==> src/rtl/wb_spike_master_if.sv <==
// Wishbone classic bus between wb_spike_master and its slave.
interface wb_spike_master_if;
  logic        wbm_cyc_o;
  logic        wbm_stb_o;
  logic        wbm_we_o;
  logic [3:0]  wbm_sel_o;
  logic [31:0] wbm_adr_o;
  logic [31:0] wbm_dat_o;
  logic        wbm_ack_i;
  logic [31:0] wbm_dat_i;

  modport master (
    output wbm_cyc_o, wbm_stb_o, wbm_we_o, wbm_sel_o, wbm_adr_o, wbm_dat_o,
    input  wbm_ack_i, wbm_dat_i
  );

  modport slave (
    input  wbm_cyc_o, wbm_stb_o, wbm_we_o, wbm_sel_o, wbm_adr_o, wbm_dat_o,
    output wbm_ack_i, wbm_dat_i
  );
endinterface

==> src/rtl/wb_spike_master.sv <==
// Wishbone master that forwards axon spikes, signals end-of-picture and
// reads back one spike-out word per slice, with a per-transfer bus timeout.
module wb_spike_master #(
  parameter logic [31:0] SPIKE_IN_ADDR   = 32'h3000_0800,
  parameter logic [31:0] DONE_PIC_ADDR   = 32'h3000_0840,
  parameter logic [31:0] SPIKE_OUT_BASE0 = 32'h3000_0600,
  parameter logic [31:0] CORE_PADDING    = 32'h0000_1000,
  parameter int          NUM_OF_SLICE    = 8,
  parameter int          TIMEOUT         = 255
) (
  input  logic              clk,
  input  logic              rst,
  input  logic              spk_valid_i,
  input  logic [7:0]        spk_axon_i,
  output logic              spk_ready_o,
  input  logic              pic_valid_i,
  output logic              pic_ready_o,
  output logic              res_valid_o,
  input  logic              res_ready_i,
  output logic [31:0]       res_data_o,
  output logic [2:0]        res_idx_o,
  output logic              busy_o,
  output logic              err_o,
  wb_spike_master_if.master wb
);

  localparam int            TW      = $clog2(TIMEOUT + 1);
  localparam logic [TW-1:0] TO_LAST = TW'(TIMEOUT - 1);
  localparam logic [2:0]    K_LAST  = 3'(NUM_OF_SLICE - 1);

  typedef enum logic [2:0] {IDLE, SPK_WR, DONE_WR, RD, RES_OUT} state_e;

  state_e          state_q, state_d;
  logic            cyc_q, cyc_d, stb_q, stb_d, we_q, we_d;
  logic [3:0]      sel_q, sel_d;
  logic [31:0]     adr_q, adr_d, dat_q, dat_d, resData_q, resData_d;
  logic [2:0]      k_q, k_d, resIdx_q, resIdx_d;
  logic [TW-1:0]   toCnt_q, toCnt_d;
  logic            err_q, err_d;
  logic            ackSeen, timedOut;

  // An ack only counts while stb is up; an ack in the last allowed cycle wins over the timeout.
  assign ackSeen  = stb_q & wb.wbm_ack_i;
  assign timedOut = stb_q & ~wb.wbm_ack_i & (toCnt_q == TO_LAST);

  always_ff @(posedge clk or negedge rst) begin
    if (!rst) state_q <= IDLE;
    else      state_q <= state_d;
  end

  always_comb begin
    state_d = state_q;
    unique case (state_q)
      IDLE: begin
        if (spk_valid_i)      state_d = SPK_WR;
        else if (pic_valid_i) state_d = DONE_WR;
      end
      SPK_WR:  if (ackSeen || timedOut) state_d = IDLE;
      DONE_WR: begin
        if (ackSeen)       state_d = RD;
        else if (timedOut) state_d = IDLE;
      end
      RD: begin
        if (ackSeen)       state_d = RES_OUT;
        else if (timedOut) state_d = IDLE;
      end
      RES_OUT: if (res_ready_i) state_d = (k_q == K_LAST) ? IDLE : RD;
      default: state_d = IDLE;
    endcase
  end

  always_comb begin
    spk_ready_o = (state_q == IDLE);
    pic_ready_o = (state_q == IDLE) && !spk_valid_i;
    res_valid_o = (state_q == RES_OUT);
    busy_o      = (state_q != IDLE);
  end

  // RD is entered with stb low so every read is preceded by one idle bus cycle.
  always_comb begin
    cyc_d     = cyc_q;
    stb_d     = stb_q;
    we_d      = we_q;
    sel_d     = sel_q;
    adr_d     = adr_q;
    dat_d     = dat_q;
    k_d       = k_q;
    toCnt_d   = toCnt_q;
    err_d     = err_q;
    resData_d = resData_q;
    resIdx_d  = resIdx_q;
    unique case (state_q)
      IDLE: begin
        if (spk_valid_i || pic_valid_i) begin
          cyc_d   = 1'b1;
          stb_d   = 1'b1;
          we_d    = 1'b1;
          sel_d   = 4'hF;
          toCnt_d = '0;
          adr_d   = spk_valid_i ? SPIKE_IN_ADDR : DONE_PIC_ADDR;
          dat_d   = spk_valid_i ? {24'h0, spk_axon_i} : 32'h1;
        end
      end
      SPK_WR, DONE_WR, RD: begin
        if (state_q == RD && !stb_q) begin
          cyc_d   = 1'b1;
          stb_d   = 1'b1;
          we_d    = 1'b0;
          sel_d   = 4'hF;
          toCnt_d = '0;
          adr_d   = SPIKE_OUT_BASE0 + 32'(k_q) * CORE_PADDING;
        end else if (ackSeen) begin
          cyc_d = 1'b0;
          stb_d = 1'b0;
          we_d  = 1'b0;
          sel_d = 4'h0;
          if (state_q == RD) begin
            resData_d = wb.wbm_dat_i;
            resIdx_d  = k_q;
          end
        end else if (timedOut) begin
          cyc_d = 1'b0;
          stb_d = 1'b0;
          we_d  = 1'b0;
          sel_d = 4'h0;
          err_d = 1'b1;
          k_d   = '0;
        end else if (stb_q) begin
          toCnt_d = toCnt_q + 1'b1;
        end
      end
      RES_OUT: if (res_ready_i) k_d = (k_q == K_LAST) ? 3'd0 : k_q + 3'd1;
      default: ;
    endcase
  end

  always_ff @(posedge clk or negedge rst) begin
    if (!rst) begin
      cyc_q     <= 1'b0;
      stb_q     <= 1'b0;
      we_q      <= 1'b0;
      sel_q     <= 4'h0;
      adr_q     <= '0;
      dat_q     <= '0;
      k_q       <= '0;
      toCnt_q   <= '0;
      err_q     <= 1'b0;
      resData_q <= '0;
      resIdx_q  <= '0;
    end else begin
      cyc_q     <= cyc_d;
      stb_q     <= stb_d;
      we_q      <= we_d;
      sel_q     <= sel_d;
      adr_q     <= adr_d;
      dat_q     <= dat_d;
      k_q       <= k_d;
      toCnt_q   <= toCnt_d;
      err_q     <= err_d;
      resData_q <= resData_d;
      resIdx_q  <= resIdx_d;
    end
  end

  assign wb.wbm_cyc_o = cyc_q;
  assign wb.wbm_stb_o = stb_q;
  assign wb.wbm_we_o  = we_q;
  assign wb.wbm_sel_o = sel_q;
  assign wb.wbm_adr_o = adr_q;
  assign wb.wbm_dat_o = dat_q;
  assign res_data_o   = resData_q;
  assign res_idx_o    = resIdx_q;
  assign err_o        = err_q;

endmodule
==> src/flat_wrapper.sv <==
// flat-port wrapper written by rule: the top's interface ports become plain ports
module wb_spike_master_flat 
#(
  parameter logic [31:0] SPIKE_IN_ADDR   = 32'h3000_0800,
  parameter logic [31:0] DONE_PIC_ADDR   = 32'h3000_0840,
  parameter logic [31:0] SPIKE_OUT_BASE0 = 32'h3000_0600,
  parameter logic [31:0] CORE_PADDING    = 32'h0000_1000,
  parameter int          NUM_OF_SLICE    = 8,
  parameter int          TIMEOUT         = 255
)
  (clk, rst, spk_valid_i, spk_axon_i, spk_ready_o, pic_valid_i, pic_ready_o, res_valid_o, res_ready_i, res_data_o, res_idx_o, busy_o, err_o, wb_wbm_cyc_o, wb_wbm_stb_o, wb_wbm_we_o, wb_wbm_sel_o, wb_wbm_adr_o, wb_wbm_dat_o, wb_wbm_ack_i, wb_wbm_dat_i);
  wb_spike_master_if wb_i ();
  input  logic clk;
  input  logic rst;
  input  logic spk_valid_i;
  input  logic [7:0] spk_axon_i;
  output logic spk_ready_o;
  input  logic pic_valid_i;
  output logic pic_ready_o;
  output logic res_valid_o;
  input  logic res_ready_i;
  output logic [31:0] res_data_o;
  output logic [2:0] res_idx_o;
  output logic busy_o;
  output logic err_o;
  output wire logic [$bits(wb_i.wbm_cyc_o)-1:0] wb_wbm_cyc_o;
  output wire logic [$bits(wb_i.wbm_stb_o)-1:0] wb_wbm_stb_o;
  output wire logic [$bits(wb_i.wbm_we_o)-1:0] wb_wbm_we_o;
  output wire logic [$bits(wb_i.wbm_sel_o)-1:0] wb_wbm_sel_o;
  output wire logic [$bits(wb_i.wbm_adr_o)-1:0] wb_wbm_adr_o;
  output wire logic [$bits(wb_i.wbm_dat_o)-1:0] wb_wbm_dat_o;
  input wire logic [$bits(wb_i.wbm_ack_i)-1:0] wb_wbm_ack_i;
  input wire logic [$bits(wb_i.wbm_dat_i)-1:0] wb_wbm_dat_i;
  assign wb_wbm_cyc_o = wb_i.wbm_cyc_o;
  assign wb_wbm_stb_o = wb_i.wbm_stb_o;
  assign wb_wbm_we_o = wb_i.wbm_we_o;
  assign wb_wbm_sel_o = wb_i.wbm_sel_o;
  assign wb_wbm_adr_o = wb_i.wbm_adr_o;
  assign wb_wbm_dat_o = wb_i.wbm_dat_o;
  assign wb_i.wbm_ack_i = wb_wbm_ack_i;
  assign wb_i.wbm_dat_i = wb_wbm_dat_i;
  wb_spike_master #(.SPIKE_IN_ADDR(SPIKE_IN_ADDR), .DONE_PIC_ADDR(DONE_PIC_ADDR), .SPIKE_OUT_BASE0(SPIKE_OUT_BASE0), .CORE_PADDING(CORE_PADDING), .NUM_OF_SLICE(NUM_OF_SLICE), .TIMEOUT(TIMEOUT)) u_core (.clk(clk), .rst(rst), .spk_valid_i(spk_valid_i), .spk_axon_i(spk_axon_i), .spk_ready_o(spk_ready_o), .pic_valid_i(pic_valid_i), .pic_ready_o(pic_ready_o), .res_valid_o(res_valid_o), .res_ready_i(res_ready_i), .res_data_o(res_data_o), .res_idx_o(res_idx_o), .busy_o(busy_o), .err_o(err_o), .wb(wb_i));
endmodule
==> config.mk <==
export PLATFORM = sky130hd
export DESIGN_NAME = wb_spike_master_flat
export DESIGN_NICKNAME = d
export VERILOG_FILES = /design/src/rtl/wb_spike_master_if.sv /design/src/rtl/wb_spike_master.sv /design/src/flat_wrapper.sv
export SDC_FILE = /design/constraint.sdc
export NUM_CORES = 1
export LEC_CHECK = 0
export BUFFER_PORTS_ARGS = -buffer_cell sky130_fd_sc_hd__buf_2
export CAP_MARGIN = 20
export CORE_ASPECT_RATIO = 0.9
export CORE_MARGIN = 3
export CORE_UTILIZATION = 46
export DETAILED_ROUTE_END_ITERATION = 12
export PLACE_DENSITY = 0.86
export RECOVER_POWER = 100
export SLEW_MARGIN = 0
export SYNTH_ARGS = -nofsm -noshare
export SYNTH_HDL_FRONTEND = slang
export SYNTH_SLANG_ARGS = --single-unit
==> constraint.sdc <==
create_clock -name clk -period 1.95 [get_ports clk]
set_input_delay 0 -clock clk [delete_from_list [all_inputs] [get_ports clk]]
set_output_delay 0 -clock clk [all_outputs]
set_load 0.01 [all_outputs]
After elaboration in Yosys (flattened, before gate mapping)
Index checks and enable logic that the tools add are counted.
{ "op_classes": {"n_eq_ne": 18, "multipliers": 0, "n_reduce_logical": 19, "mux": 38, "n_bitwise": 6, "n_div": 0, "n_lt_le_gt_ge": 0, "add_sub_neg": 3, "shift": 0} }
{ "op_table": {"columns": ["op", "n"], "rows": [
  ["2-to-1 mux 32 bit", 2],
  ["one-hot mux 32 bit (2 select lines)", 1],
  ["2-to-1 mux 8 bit", 6],
  ["2-to-1 mux 3 bit", 12],
  ["adder 30 x 15 -> 31 bit (first input constant)", 1],
  ["2-to-1 mux 4 bit", 4],
  ["one-hot mux 8 bit (2 select lines)", 1],
  ["one-hot mux 3 bit (5 select lines)", 1],
  ["!= test 2 x 1 -> 1 bit (second input constant)", 5],
  ["AND reduction 5 bit", 2],
  ["AND reduction 3 bit", 3],
  ["adder 8 x 1 -> 8 bit (second input constant)", 1],
  ["== test 8 bit (second input constant)", 1],
  ["one-hot mux 4 bit (2 select lines)", 1],
  ["AND reduction 4 bit", 2],
  ["2-to-1 mux 7 bit", 1],
  ["== test 3 x 2 -> 1 bit (second input constant)", 2],
  ["== test 3 bit (second input constant)", 2],
  ["!= test 3 bit (second input constant)", 2],
  ["one-hot mux 3 bit (2 select lines)", 1],
  ["2-to-1 mux 1 bit", 5],
  ["!= test 2 bit (second input constant)", 2],
  ["!= test 4 x 1 -> 1 bit (second input constant)", 1],
  ["one-hot mux 1 bit (2 select lines)", 2],
  ["15 further kinds", 23]
]} }
{ "totals": {"ff_bits": 120, "mem_bits_ro": 0, "elab_cells": 95, "latchBits": 0, "n_memories": 0, "ramBits": 0, "input_bits": 46} }

Longest topological paths before layout
{ "logic_depth": {"depth_word": 7, "depth_mapped": 8, "mapped_depth_nobuf": 7} }

Worst setup path before layout
OpenSTA, ideal clock, no wires.
{ "synth_path": {"path_type": "register -> register", "from": "reg, netlist name u_core.wb.wbm_sel_o[2]", "to": "reg u_core.toCnt_q[5]", "path_stages_with_launch": 6, "slack_ns": 0.331, "synth_period_minus_slack_ns": 1.619, "t_arrival_ns": 1.542, "cell_sequence": "dfrtp_1 > and3b_1 > a21o_1 > a32oi_2 > or4_1 > a21oi_1"} }
{ "synth_lines": {"columns": ["element", "line_no", "source"], "rows": [
  ["to (signal assigned)", "wb_spike_master.sv:158", "toCnt_q <= toCnt_d;"],
  ["to (decl)", "wb_spike_master.sv:38", "logic [TW-1:0] toCnt_q, toCnt_d;"]
]} }

==> impl_metrics.py <==
metrics = {
    "setup_path": {
        "critPathKind": "reg2reg",
        "crit_top_cell": "nand2_1",
        "cp-end-kind": "register",
        "reg2reg_slack_ns": 0.1,
        "crit_chain": "clkbuf_1, nand2_1, nor2_1, nand2_1, clkbuf_4, mux2_2",
        "slowest_stage": "dfrtp_1",
        "rr_startpoint": "u_core.wb.wbm_sel_o[2]",
        "r2r_end": "u_core.res_data_o[17]",
        "cp_data_required_time_ns": 2.16,
        "start_kind": "register",
        "cpPeakStageDelay_ns": 0.39,
        "critical_path_peak_fanout": 18,
        "cp.arrival_ns": 2.06,
        "r2r_cells": 6,
    },
    "clock_network": {
        "cts_root_buffer": "clkbuf_8",
        "cts_tree": "done",
        "path_clk_slew_ns": 0.07,
        "clock_path_buffers": 2,
        "insertion_delay_ns": 0.33,
        "htreeDepth": 3,
        "clock_sinks": 67,
        "cts_buffers": 9,
    },
    "route": {
        "wire_per_inst_um": 14.7,
        "wirelength_mm": 7.83,
        "ant_nets": 0,
        "vias": 2551,
        "via_per_inst": 4.80,
        "drtIter0Drc": 126,
        "drcViolationCount": 0,
        "firstDrtPassIters": 4,
    },
    "synthesis": {
        "yosysTopAreaCell": "dfrtp_1",
        "netlist.area_leader.share": 0.525,
        "yosys_register_bits": 67,
        "ys_types": 37,
        "syn_area_sq_mm": 0.00320,
        "synthTopCellsByArea": "dfrtp_1 52%, buf_4 13%, mux2_2 12%, a22o_1 3.0%, nand2_1 2.0%",
        "syn_inst": 278,
        "yosys_warnings": 0,
        "syn_area_per_cell_sq_um": 11.5,
        "ys_seq_area_frac": 0.525,
    },
    "finish": {
        "nNetsFinal": 488,
        "mostFrequentLayoutCell": "dfrtp_1",
        "syn2layout_area_growth_pct": 32.3,
        "nFillCells": 563,
        "diodes": 0,
        "drive_gt1_frac": 0.256,
        "final_util": 0.635,
        "mostFrequentLayoutCells": "67 x dfrtp_1, 65 x clkbuf_1, 48 x buf_2, 47 x conb_1, 43 x dlygate4sd3_1",
    },
    "global_route": {
        "busiest_layer": "met2",
        "grtUsageMet2": 0.338,
        "grt_pass1_wl_mm": 12.5,
        "antenna_found_initial": 0,
        "grt_pass1_vias": 2606,
        "overflow": 0,
        "grt_util_met1": 0.243,
        "grt_max_degree": 27,
        "grt_usage": 0.199,
        "gr-usage-met3": 0.0532,
    },
    "sta": {
        "maxSlewHeadroom": 0.355,
        "fmax_ghz": 0.539,
        "slew_violations": 0,
        "worst_clock_skew_ns": 0.00996,
        "setup_viol": 0,
        "finalHoldViolCount": 0,
        "rsz0062_at_grt": "no",
        "period_needed_ns": 1.85,
        "worstMarginPinSlew_ns": 0.967,
        "period_share": 0.951,
        "tns_ns": 0,
    },
    "flow_run": {
        "max_cap_violations": 0,
    },
    "die": {
        "die_area_sq_mm": 0.00798,
        "fp.dieH_um": 85.1,
        "dieWidth_um": 93.9,
        "io_pins": 157,
        "core.rowCount": 28,
        "initial_core_util": 0.480,
        "core_region_area_sq_mm": 0.00666,
    },
    "min_path": {
        "hold_class": "in2reg",
        "min_path_cells": 3,
        "min_to": "u_core.err_o",
        "min_from": "wb_wbm_ack_i",
    },
    "place": {
        "place_hpwl_mm": 5.17,
        "port_buffers": 109,
        "place_congestion": 0.832,
    },
    "power_and_ir_drop": {
        "finalPower_mw": 5.59,
        "peakVddDrop_mv": 0.652,
        "p_per_area_mw_per_mm2": 1320,
        "p_leak_nw": 2.04,
    },
    "outcome": {
        "outcome": "finished, final reports clean",
    },
}
==> cells in the mapped netlist <==
cell type  instances
a21o_1             3
a21oi_1            7
a21oi_2            1
a22o_1            11
a31o_2             2
a32oi_1            1
a32oi_2            1
and2_1             1
and3b_1            1
buf_2              3
buf_4             55
clkbuf_1           2
conb_1             1
dfrtp_1           67
ha_1               4
inv_1              9
mux2_2            35
nand2_1           17
nand2b_1           3
nand3_1            6
nand4_1            1
nor2_1            12
nor2_2             1
nor2b_1            2
nor3_1             2
nor3b_1            1
nor4_1             1
o211a_1            1
o21ai_0           12
o21bai_1           2
o22ai_1            1
o31ai_1            3
o41ai_1            1
or2_1              1
or2_2              1
or3_1              4
or4_1              2
==> logic make-up after synthesis <==
logic type | share of synthesized area
buffers and inverters | 0.147
adder cells (fa/ha/maj) | 0.0157
other | 0.00117
flip-flops | 0.525
AO/OA/AOI/OAI | 0.103
multiplexers | 0.123
AND/OR/NAND/NOR | 0.0858
==> how the worst max path moves through the flow <==
stage	end	slack [ns]	from	cells after the start
global placement	u_core.toCnt_q[5]	0.17	u_core.toCnt_q[0]	7
floorplan	u_core.toCnt_q[5]	0.33	u_core.wb.wbm_sel_o[2]	5
global route	u_core.res_data_o[17]	0.01	u_core.wb.wbm_sel_o[2]	6
CTS	u_core.toCnt_q[5]	0.07	u_core.toCnt_q[0]	7
detailed placement	u_core.toCnt_q[4]	0.08	u_core.toCnt_q[0]	7
finish	u_core.res_data_o[17]	0.1	u_core.wb.wbm_sel_o[2]	6
==> through the flow <==
stage	hold WS, ns	std cells	cell area (sq um)	worst slack, ns
detailed placement	-0.0476	470	3640	0.0770
global placement	-0.0566	470	3640	0.174
CTS	0.0595	528	4270	0.0673
floorplan	-0.296	324	3370	0.331
global route	0.0686	532	4230	0.0147
finish	0.0888	532	4230	0.0954
==> area by class of cell <==
cell class                      count  area, sq um  share of cell area
Timing Repair Buffer              162          962               0.228
Clock buffer                       13          159              0.0376
Clock inverter                      2         35.0             0.00829
Multi-Input combinational cell    189         1250               0.295
Tap cell                           90          113              0.0266
Inverter                            9         33.8             0.00799
Sequential cell                    67         1680               0.397
==> critical path: cells and delay by family, from the launching register on <==
| family | cells | cell delay, ns |
|---|---|---|
| multiplexers | 1 | 0.32 |
| AND/OR/NAND/NOR | 3 | 0.43 |
| buffers and inverters | 2 | 0.60 |
| flip-flops | 1 | 0.39 |
==> what timing repair did <==
action	CTS	global route
setup buffers	0	3
hold buffers	43	0
endpoints found under the hold margin	58	0
endpoints found under the setup margin	0	8
gates resized for setup	0	4
==> power breakdown <==
| group | internal, mW | switching (mW) |
|---|---|---|
| combinational | 0.972 | 1.26 |
| clock | 0.653 | 0.488 |
| sequential | 1.90 | 0.315 |
| total | 3.52 | 2.06 |
==> metal layers <==
| metal | part of all wire | up-vias |
|---|---|---|
| li1 | - | 1187 |
| met1 | 0.40 | 1233 |
| met2 | 0.52 | 120 |
| met3 | 0.067 | 11 |
| met4 | 0.013 | 0 |
| met5 | 0 | - |
==> sequential cells by signal, indices dropped and copies added (netlist names) <==
name / flops
u_core.err_o: 1
u_core.k_q: 3
u_core.res_data_o: 32
u_core.res_idx_o: 3
u_core.state_q: 3
u_core.toCnt_q: 8
u_core.wb.wbm_adr_o: 7
u_core.wb.wbm_dat_o: 8
u_core.wb.wbm_sel_o: 1
u_core.wb.wbm_we_o: 1
(Power assumes the default switching activity.)
